[src/rtl/cordic_result_collector.sv]
// Collects finished CORDIC results: acknowledges the CORDIC FSM once per result and
// buffers {op, data} in a small FIFO drained by a valid/ready consumer.
module cordic_result_collector #(
  parameter int W     = 32,
  parameter int DEPTH = 4,
  parameter int CNT_W = 16
) (
  input  logic                         clk,
  input  logic                         reset,
  input  logic                         ready_CORDIC,
  input  logic [W-1:0]                 data_output,
  input  logic                         operation,
  output logic                         ACK_FSM_CORDIC,
  output logic                         out_valid,
  input  logic                         out_ready,
  output logic [W-1:0]                 out_data,
  output logic                         out_op,
  output logic [$clog2(DEPTH+1)-1:0]   fifo_count,
  output logic                         full,
  output logic [CNT_W-1:0]             total_count,
  output logic [1:0]                   dbg_state_o
);

  localparam int AW = $clog2(DEPTH);
  localparam int CW = $clog2(DEPTH+1);

  typedef enum logic [1:0] {
    S_IDLE     = 2'd0,
    S_ACK      = 2'd1,
    S_WAIT_LOW = 2'd2
  } state_t;

  // Handshake: out_valid marks a live head entry; a read happens on every rising
  // edge where out_valid && out_ready, and head data holds until that edge.
  state_t           state_q;
  logic             ack_q;
  logic [AW-1:0]    wr_ptr_q, wr_ptr_d;
  logic [AW-1:0]    rd_ptr_q, rd_ptr_d;
  logic [CW-1:0]    count_q, count_d;
  logic [CNT_W-1:0] total_q, total_d;
  logic [W:0]       mem_q [DEPTH];
  logic             full_w;
  logic             wr_en;
  logic             rd_en;

  // Full is taken from the registered count, so a read on the same edge cannot
  // open a slot for a write; the capture slips to the next edge.
  always_comb begin
    full_w   = (count_q == CW'(DEPTH));
    wr_en    = (state_q == S_IDLE) && ready_CORDIC && !full_w;
    rd_en    = (count_q != '0) && out_ready;
    wr_ptr_d = wr_en ? wr_ptr_q + 1'b1 : wr_ptr_q;
    rd_ptr_d = rd_en ? rd_ptr_q + 1'b1 : rd_ptr_q;
    total_d  = wr_en ? total_q + 1'b1 : total_q;
    count_d  = count_q;
    case ({wr_en, rd_en})
      2'b10:   count_d = count_q + 1'b1;
      2'b01:   count_d = count_q - 1'b1;
      default: count_d = count_q;
    endcase
  end

  // WAIT_LOW guards against re-capturing a ready level that lingers after ACK.
  always_ff @(posedge clk or negedge reset) begin
    if (!reset) begin
      state_q <= S_IDLE;
      ack_q   <= 1'b0;
    end else begin
      case (state_q)
        S_IDLE: begin
          if (wr_en) begin
            state_q <= S_ACK;
            ack_q   <= 1'b1;
          end
        end
        S_ACK: begin
          state_q <= S_WAIT_LOW;
          ack_q   <= 1'b0;
        end
        S_WAIT_LOW: begin
          if (!ready_CORDIC) state_q <= S_IDLE;
        end
        default: begin
          state_q <= S_IDLE;
          ack_q   <= 1'b0;
        end
      endcase
    end
  end

  always_ff @(posedge clk or negedge reset) begin
    if (!reset) begin
      wr_ptr_q <= '0;
      rd_ptr_q <= '0;
      count_q  <= '0;
      total_q  <= '0;
    end else begin
      wr_ptr_q <= wr_ptr_d;
      rd_ptr_q <= rd_ptr_d;
      count_q  <= count_d;
      total_q  <= total_d;
    end
  end

  // Storage needs no reset: entries are only visible through the count.
  always_ff @(posedge clk) begin
    if (wr_en) mem_q[wr_ptr_q] <= {operation, data_output};
  end

  assign ACK_FSM_CORDIC = ack_q;
  assign out_valid      = (count_q != '0);
  assign out_data       = mem_q[rd_ptr_q][W-1:0];
  assign out_op         = mem_q[rd_ptr_q][W];
  assign fifo_count     = count_q;
  assign full           = full_w;
  assign total_count    = total_q;
  assign dbg_state_o    = state_q;

endmodule

[config.mk]
export PLATFORM = sky130hd
export DESIGN_NAME = cordic_result_collector
export DESIGN_NICKNAME = d
export VERILOG_FILES = /design/src/rtl/cordic_result_collector.sv
export SDC_FILE = /design/constraint.sdc
export NUM_CORES = 1
export LEC_CHECK = 0
export BUFFER_PORTS_ARGS = -buffer_cell sky130_fd_sc_hd__buf_2
export CAP_MARGIN = 0
export CORE_ASPECT_RATIO = 1.2
export CORE_MARGIN = 1
export CORE_UTILIZATION = 40
export CTS_CLUSTER_SIZE = 24
export DETAILED_ROUTE_END_ITERATION = 16
export GPL_ROUTABILITY_DRIVEN = 0
export SYNTH_ARGS = -nofsm -noshare
export SYNTH_HDL_FRONTEND = slang
export SYNTH_SLANG_ARGS = --single-unit
export TNS_END_PERCENT = 5
[constraint.sdc]
create_clock -name clk -period 3.1 [get_ports clk]
set_input_delay 0.31 -clock clk [delete_from_list [all_inputs] [get_ports clk]]
set_output_delay 0.31 -clock clk [all_outputs]
set_load 0.01 [all_outputs]
-- Word level (Yosys, flattened, before mapping)
Memory sizes are Yosys's and may differ from the RTL's.
Index checks and enable logic that the tools add are counted.
- flip-flop bits (word level): 26
- output and inout port bits: 57
- memories kept: 1
- input bits: 37
- RAM bits: 132
- logic and storage cells: 37
- memories (memory ; words ; bits a word ; rd ports ; clocked after memory_dff ; write ports ; RTL line ; source):
    mem_q ; 4 ; 33 ; 1 ; 0 ; 1 ; 41 ; logic [W:0] mem_q [DEPTH];
- bitwise logic cells: 1
- reduce and logical (&&, ||, !) cells: 9
- equality and inequality tests: 7
- muxes and demuxes: 8
- $add $sub $neg: 5
- operators with widths (operator ; number):
    $add A16 B1 Y16 const B ; 1
    $pmux W2 S3 ; 1
    $pmux W3 S2 ; 1
    $add A2 B1 Y2 const B ; 2
    $eq A2 B1 Y1 const B ; 2
    $eq A2 B2 Y1 const B ; 2
    $mux W2 ; 2
    $ne A2 B2 Y1 const B ; 2
    $reduce_and A2 Y1 ; 2
    $add A3 B1 Y3 const B ; 1
    $eq A3 B3 Y1 const B ; 1
    $logic_and A1 B1 Y1 ; 3
    $mux W1 ; 3
    $reduce_bool A3 Y1 ; 1
    $sub A3 B1 Y3 const B ; 1
    $logic_not A2 Y1 ; 1
    $pmux W1 S2 ; 1
    $reduce_bool A2 Y1 ; 1
    $logic_not A1 Y1 ; 1
    $not A1 Y1 ; 1

-- Depth between registers and ports, before layout
- word-level depth: 5
- depth in mapped cells: 9
- depth with buffers taken out: 9

-- Worst setup path before layout
OpenSTA, ideal clock, no wires.
- path type: reg2reg
- from: register state_q[1] (netlist: dbg_state_o[1])
- to: memory mem_q[0][0] in the netlist's numbering, enable pin
- arrival time: 2.133 ns
- slack: 0.574 ns
- period minus slack after synthesis: 2.526 ns
- library setup time: 0.393 ns
- required time: 2.707 ns
- cell stages (with the launch flop): 5
- path through: dfrtp_1 -> or3b_4 -> nor2_4 -> clkbuf_1 -> and2_1
- longest elaborated chain between the ends: 5
- RTL lines (element ; RTL line ; source):
    start, declared ; 35 ; state_t state_q;
    start signal, assigned ; 66 ; state_q <= S_IDLE;
    start signal, assigned ; 72 ; state_q <= S_ACK;
    start signal, assigned ; 77 ; state_q <= S_WAIT_LOW;
    $logic_not A2 Y1 ; 50 ; wr_en = (state_q == S_IDLE) && ready_CORDIC && !full_w;
    $logic_and A1 B1 Y1 (2 in series) ; 50 ;
    $mux W1 ; 107 ; if (wr_en) mem_q[wr_ptr_q] <= {operation, data_output};
    $mux W1 (not written as such) ; 107 ;
    end, declared ; 41 ;
No other way between the ends.

-- Final worst setup path
- from: register count_q[0] (netlist: fifo_count[0])
- to: register count_q[2] (netlist: fifo_count[2])
- longest elaborated chain between the ends: 5
- RTL lines (element ; RTL line ; source):
    start, declared ; 39 ; logic [CW-1:0] count_q, count_d;
    start signal, assigned ; 100 ; count_q <= count_d;
    $eq A3 B3 Y1 ; 49 ; full_w = (count_q == CW'(DEPTH));
    $logic_not A1 Y1 ; 50 ;
    $logic_and A1 B1 Y1 ; 50 ;
    $eq A2 B1 Y1 or $eq A2 B2 Y1 (tied branches) ; 56 ; case ({wr_en, rd_en})
    $pmux W3 S2 or $reduce_bool A2 Y1 (tied branches) ; n/a ;
Parallel ways exist; a longest one is shown, timed or not.
A chain may end at the register's enable or synchronous reset.

==> reports/metrics.yaml <==
fill_cells: 1229
antenna_found_initial: 2
worstPathRequired_ps: 3440
synth_cells: 284
routedWlPerCell_um: 17.4
slowest_delay_ps: 600
p_int_mw: 4.99
hold_viol_final: 0
fp.dieH_um: 136
ys_warn_count: 0
grt.overflow.total: 0
final.setup.tns_ps: 0
period_needed_ps: 2500
slew_headroom_pct: 40.8
max_slew.worst_pin.slew_ps: 889
holdBufCountCts: 1
fin_ws_ps: 603
cp_data_arrival_time_ps: 2840
sw_frac_of_total_pct: 28.1
area_growth_syn_to_layout_pct: 22.9
cap_violations: 0
p_leak_nw: 2.70
crit_top_cell: "xor2_1"
power_frac_comb_pct: 24.8
finClkSkew_ps: 8.29
holdCritPathClass: "input pin to flip-flop"
finalSetupViolCount: 0
synth_nets: 328
viasPerCell: 4.90
yosys-top-cells-area: "edfxtp_1 66%, mux4_2 12%, dfrtp_1 11%"
post-dp-hpwl_um: 6540
clk_path_buf_depth: 2
drtIter0Drc: 189
grt_pass1_vias: 3071
netlist_area_sq_um: 6000
die_w_um: 114
layout-drive-gt1-share_pct: 42.4
path_cells: "nor3b_1 -> nor2_4 -> inv_2 -> ha_1 -> inv_1 -> fa_1 -> xor2_1 -> nor2_1 -> xor2_1"
finalCritPeriodShare_pct: 80.6
rsz0062_at_grt: "false"
insertedDiodeCount: 0
crit_type: "flip-flop to flip-flop"
crit_slowest_cell: "nor3b_1"
multi_input_area_sq_um: 1330
root_buffer: "clkbuf_16"
seq_area_sq_um: 4620
outcome: "finished, final reports clean"
holdWs_ps: 108
cp_max_fo: 15
first_pass_iters: 6
die-area_sq_um: 15500
pre_cts_ws_ps: 588
cts.sinks: 158
fin_util_pct: 50.8
cts_setup_buffers: 0
yosys.area.top_type: "edfxtp_1"
antenna_left: 0
clockPowerShare_pct: 31.5
clk_latency_ps: 420
grt_pass1_wl_um: 16900
grt_max_degree: 35
end_kind: "flip-flop"
clk_pin_slew_worst_paths_ps: 60
start_util_pct: 41.3
synth.distinct_cells: 29
finalPower_mw: 6.94
grt_usage_pct: 15.2
power_density_nw_per_um2: 940
yosys.area.top_type_share_pct: 66.0
vdd_ir_drop_max_mv: 0.448
fmax_ghz: 0.400
io_pins: 94
synth_seq_area_share_pct: 76.8
cts_htree_levels: 4
routed_wl_um: 10600
nets: 437
avgSynthCellArea_sq_um: 21.1
cts_buffers: 17
sequentialPowerShare_pct: 43.7
p_sw_mw: 1.95
vias: 2967
drc: 0
ys_ff_latch: 158
cts_tree: "built"
num_rows: 48
critical_path.startpoint_type: "flip-flop"
core-area_sq_um: 14500
slew_viol_final: 0
io_buffers: 93
cts_resized: 0
==> metrics by stage <==
stage / area, sq um / cells
2_1_floorplan: 6000 / 284
5_1_grt: 7380 / 606
4_1_cts: 7380 / 606
6_report: 7380 / 606
3_5_place_dp: 6740 / 573
3_3_place_gp: 6740 / 573
==> sequential cells by signal, indices dropped and copies added (netlist names) <==
name,count
total_count,16
mem_q,132
dbg_state_o,2
fifo_count,3
wr_ptr_q,2
rd_ptr_q,2
ACK_FSM_CORDIC,1
==> routing by layer <==
metal	vias to the layer above	routed length (um)	global-route usage (%)
li1	1343	-	-
met1	1510	4620	19.4
met2	93	5160	23.7
met3	17	601	5.26
met4	4	156	6.28
met5	-	19	0
==> cell families after synthesis <==
logic type / count (synthesis) / share of synthesized area [%]
fa+ha+maj: 7 / 1.58
flops: 158 / 76.8
buf+inv: 17 / 1.13
compound gates: 3 / 0.292
mux: 34 / 12.5
xor+xnor: 21 / 3.19
simple gates: 44 / 4.42
==> synth_stat cells <==
| cell | number |
|---|---|
| nor3b_1 | 1 |
| inv_2 | 1 |
| and4_1 | 2 |
| or3b_4 | 1 |
| or3_1 | 1 |
| and2_1 | 5 |
| dfrtp_1 | 26 |
| o21ai_0 | 2 |
| ha_1 | 6 |
| edfxtp_1 | 132 |
| xnor2_1 | 15 |
| a21o_1 | 1 |
| mux4_2 | 33 |
| nor4_4 | 1 |
| nor3_1 | 2 |
| inv_1 | 6 |
| or4_4 | 1 |
| clkbuf_1 | 7 |
| xnor2_2 | 1 |
| nand4_1 | 6 |
| nor2_1 | 2 |
| buf_2 | 3 |
| xor2_1 | 5 |
| nand3_1 | 7 |
| mux2i_1 | 1 |
| fa_1 | 1 |
| nand2_1 | 12 |
| and3_1 | 2 |
| nor2_4 | 1 |
==> final timing paths <==
path	from	endpoint	slack (ps)	depth (start not counted)
setup / recovery	fifo_count[0]$_DFFE_PN0P_	fifo_count[2]$_DFFE_PN0P_	600	9
hold / removal	data_output[28]	mem_q[3][28]$_DFFE_PP_	110	1
setup reg to reg	fifo_count[0]$_DFFE_PN0P_	fifo_count[2]$_DFFE_PN0P_	600	9
hold reg to reg	total_count[15]$_DFFE_PN0P_	total_count[15]$_DFFE_PN0P_	470	1
max in group asynchronous	reset	rd_ptr_q[0]$_DFFE_PN0P_	2270	2
min in group asynchronous	reset	wr_ptr_q[0]$_DFFE_PN0P_	420	2
==> layout make-up <==
cell class / count / area share (%)
clock inverters: 15 / 2.71
repair buffers: 100 / 7.22
inverters: 7 / 0.356
clock buffers: 17 / 5.76
flip-flops and latches: 158 / 62.6
multi-input cells: 109 / 18.0
well taps: 200 / 3.39
==> power groups by stage <==
stage	Sequential (mW)	Combinational, mW	Clock [mW]
2_1_floorplan	2.91	1.23	0
3_3_place_gp	3.06	1.76	0
3_5_place_dp	3.09	1.76	0
4_1_cts	3.05	1.77	2.23
5_1_grt	3.10	1.90	2.33
6_report	3.03	1.72	2.18
==> placed cells by master, fill, tap and decap left out, types with 4 or more instances in the layout <==
cell / count
clkinv_2: 4
nand2_1: 12
clkinv_1: 4
nand3_1: 7
bufinv_16: 5
nand4_1: 6
buf_2: 93
and2_2: 4
dfrtp_1: 24
xor2_1: 5
clkbuf_16: 17
ha_1: 6
buf_4: 5
xnor2_1: 15
inv_1: 6
mux4_2: 33
edfxtp_1: 132
==> worst max-delay path, delay by kind of cell, from the launching register on <==
family	cells	cell delay [ps]
adders and majority gates	2	570
buffers and inverters	2	220
and+or+nand+nor	3	900
DFF	1	430
xor gates and xnor gates	2	300
(Power assumes the default switching activity.)
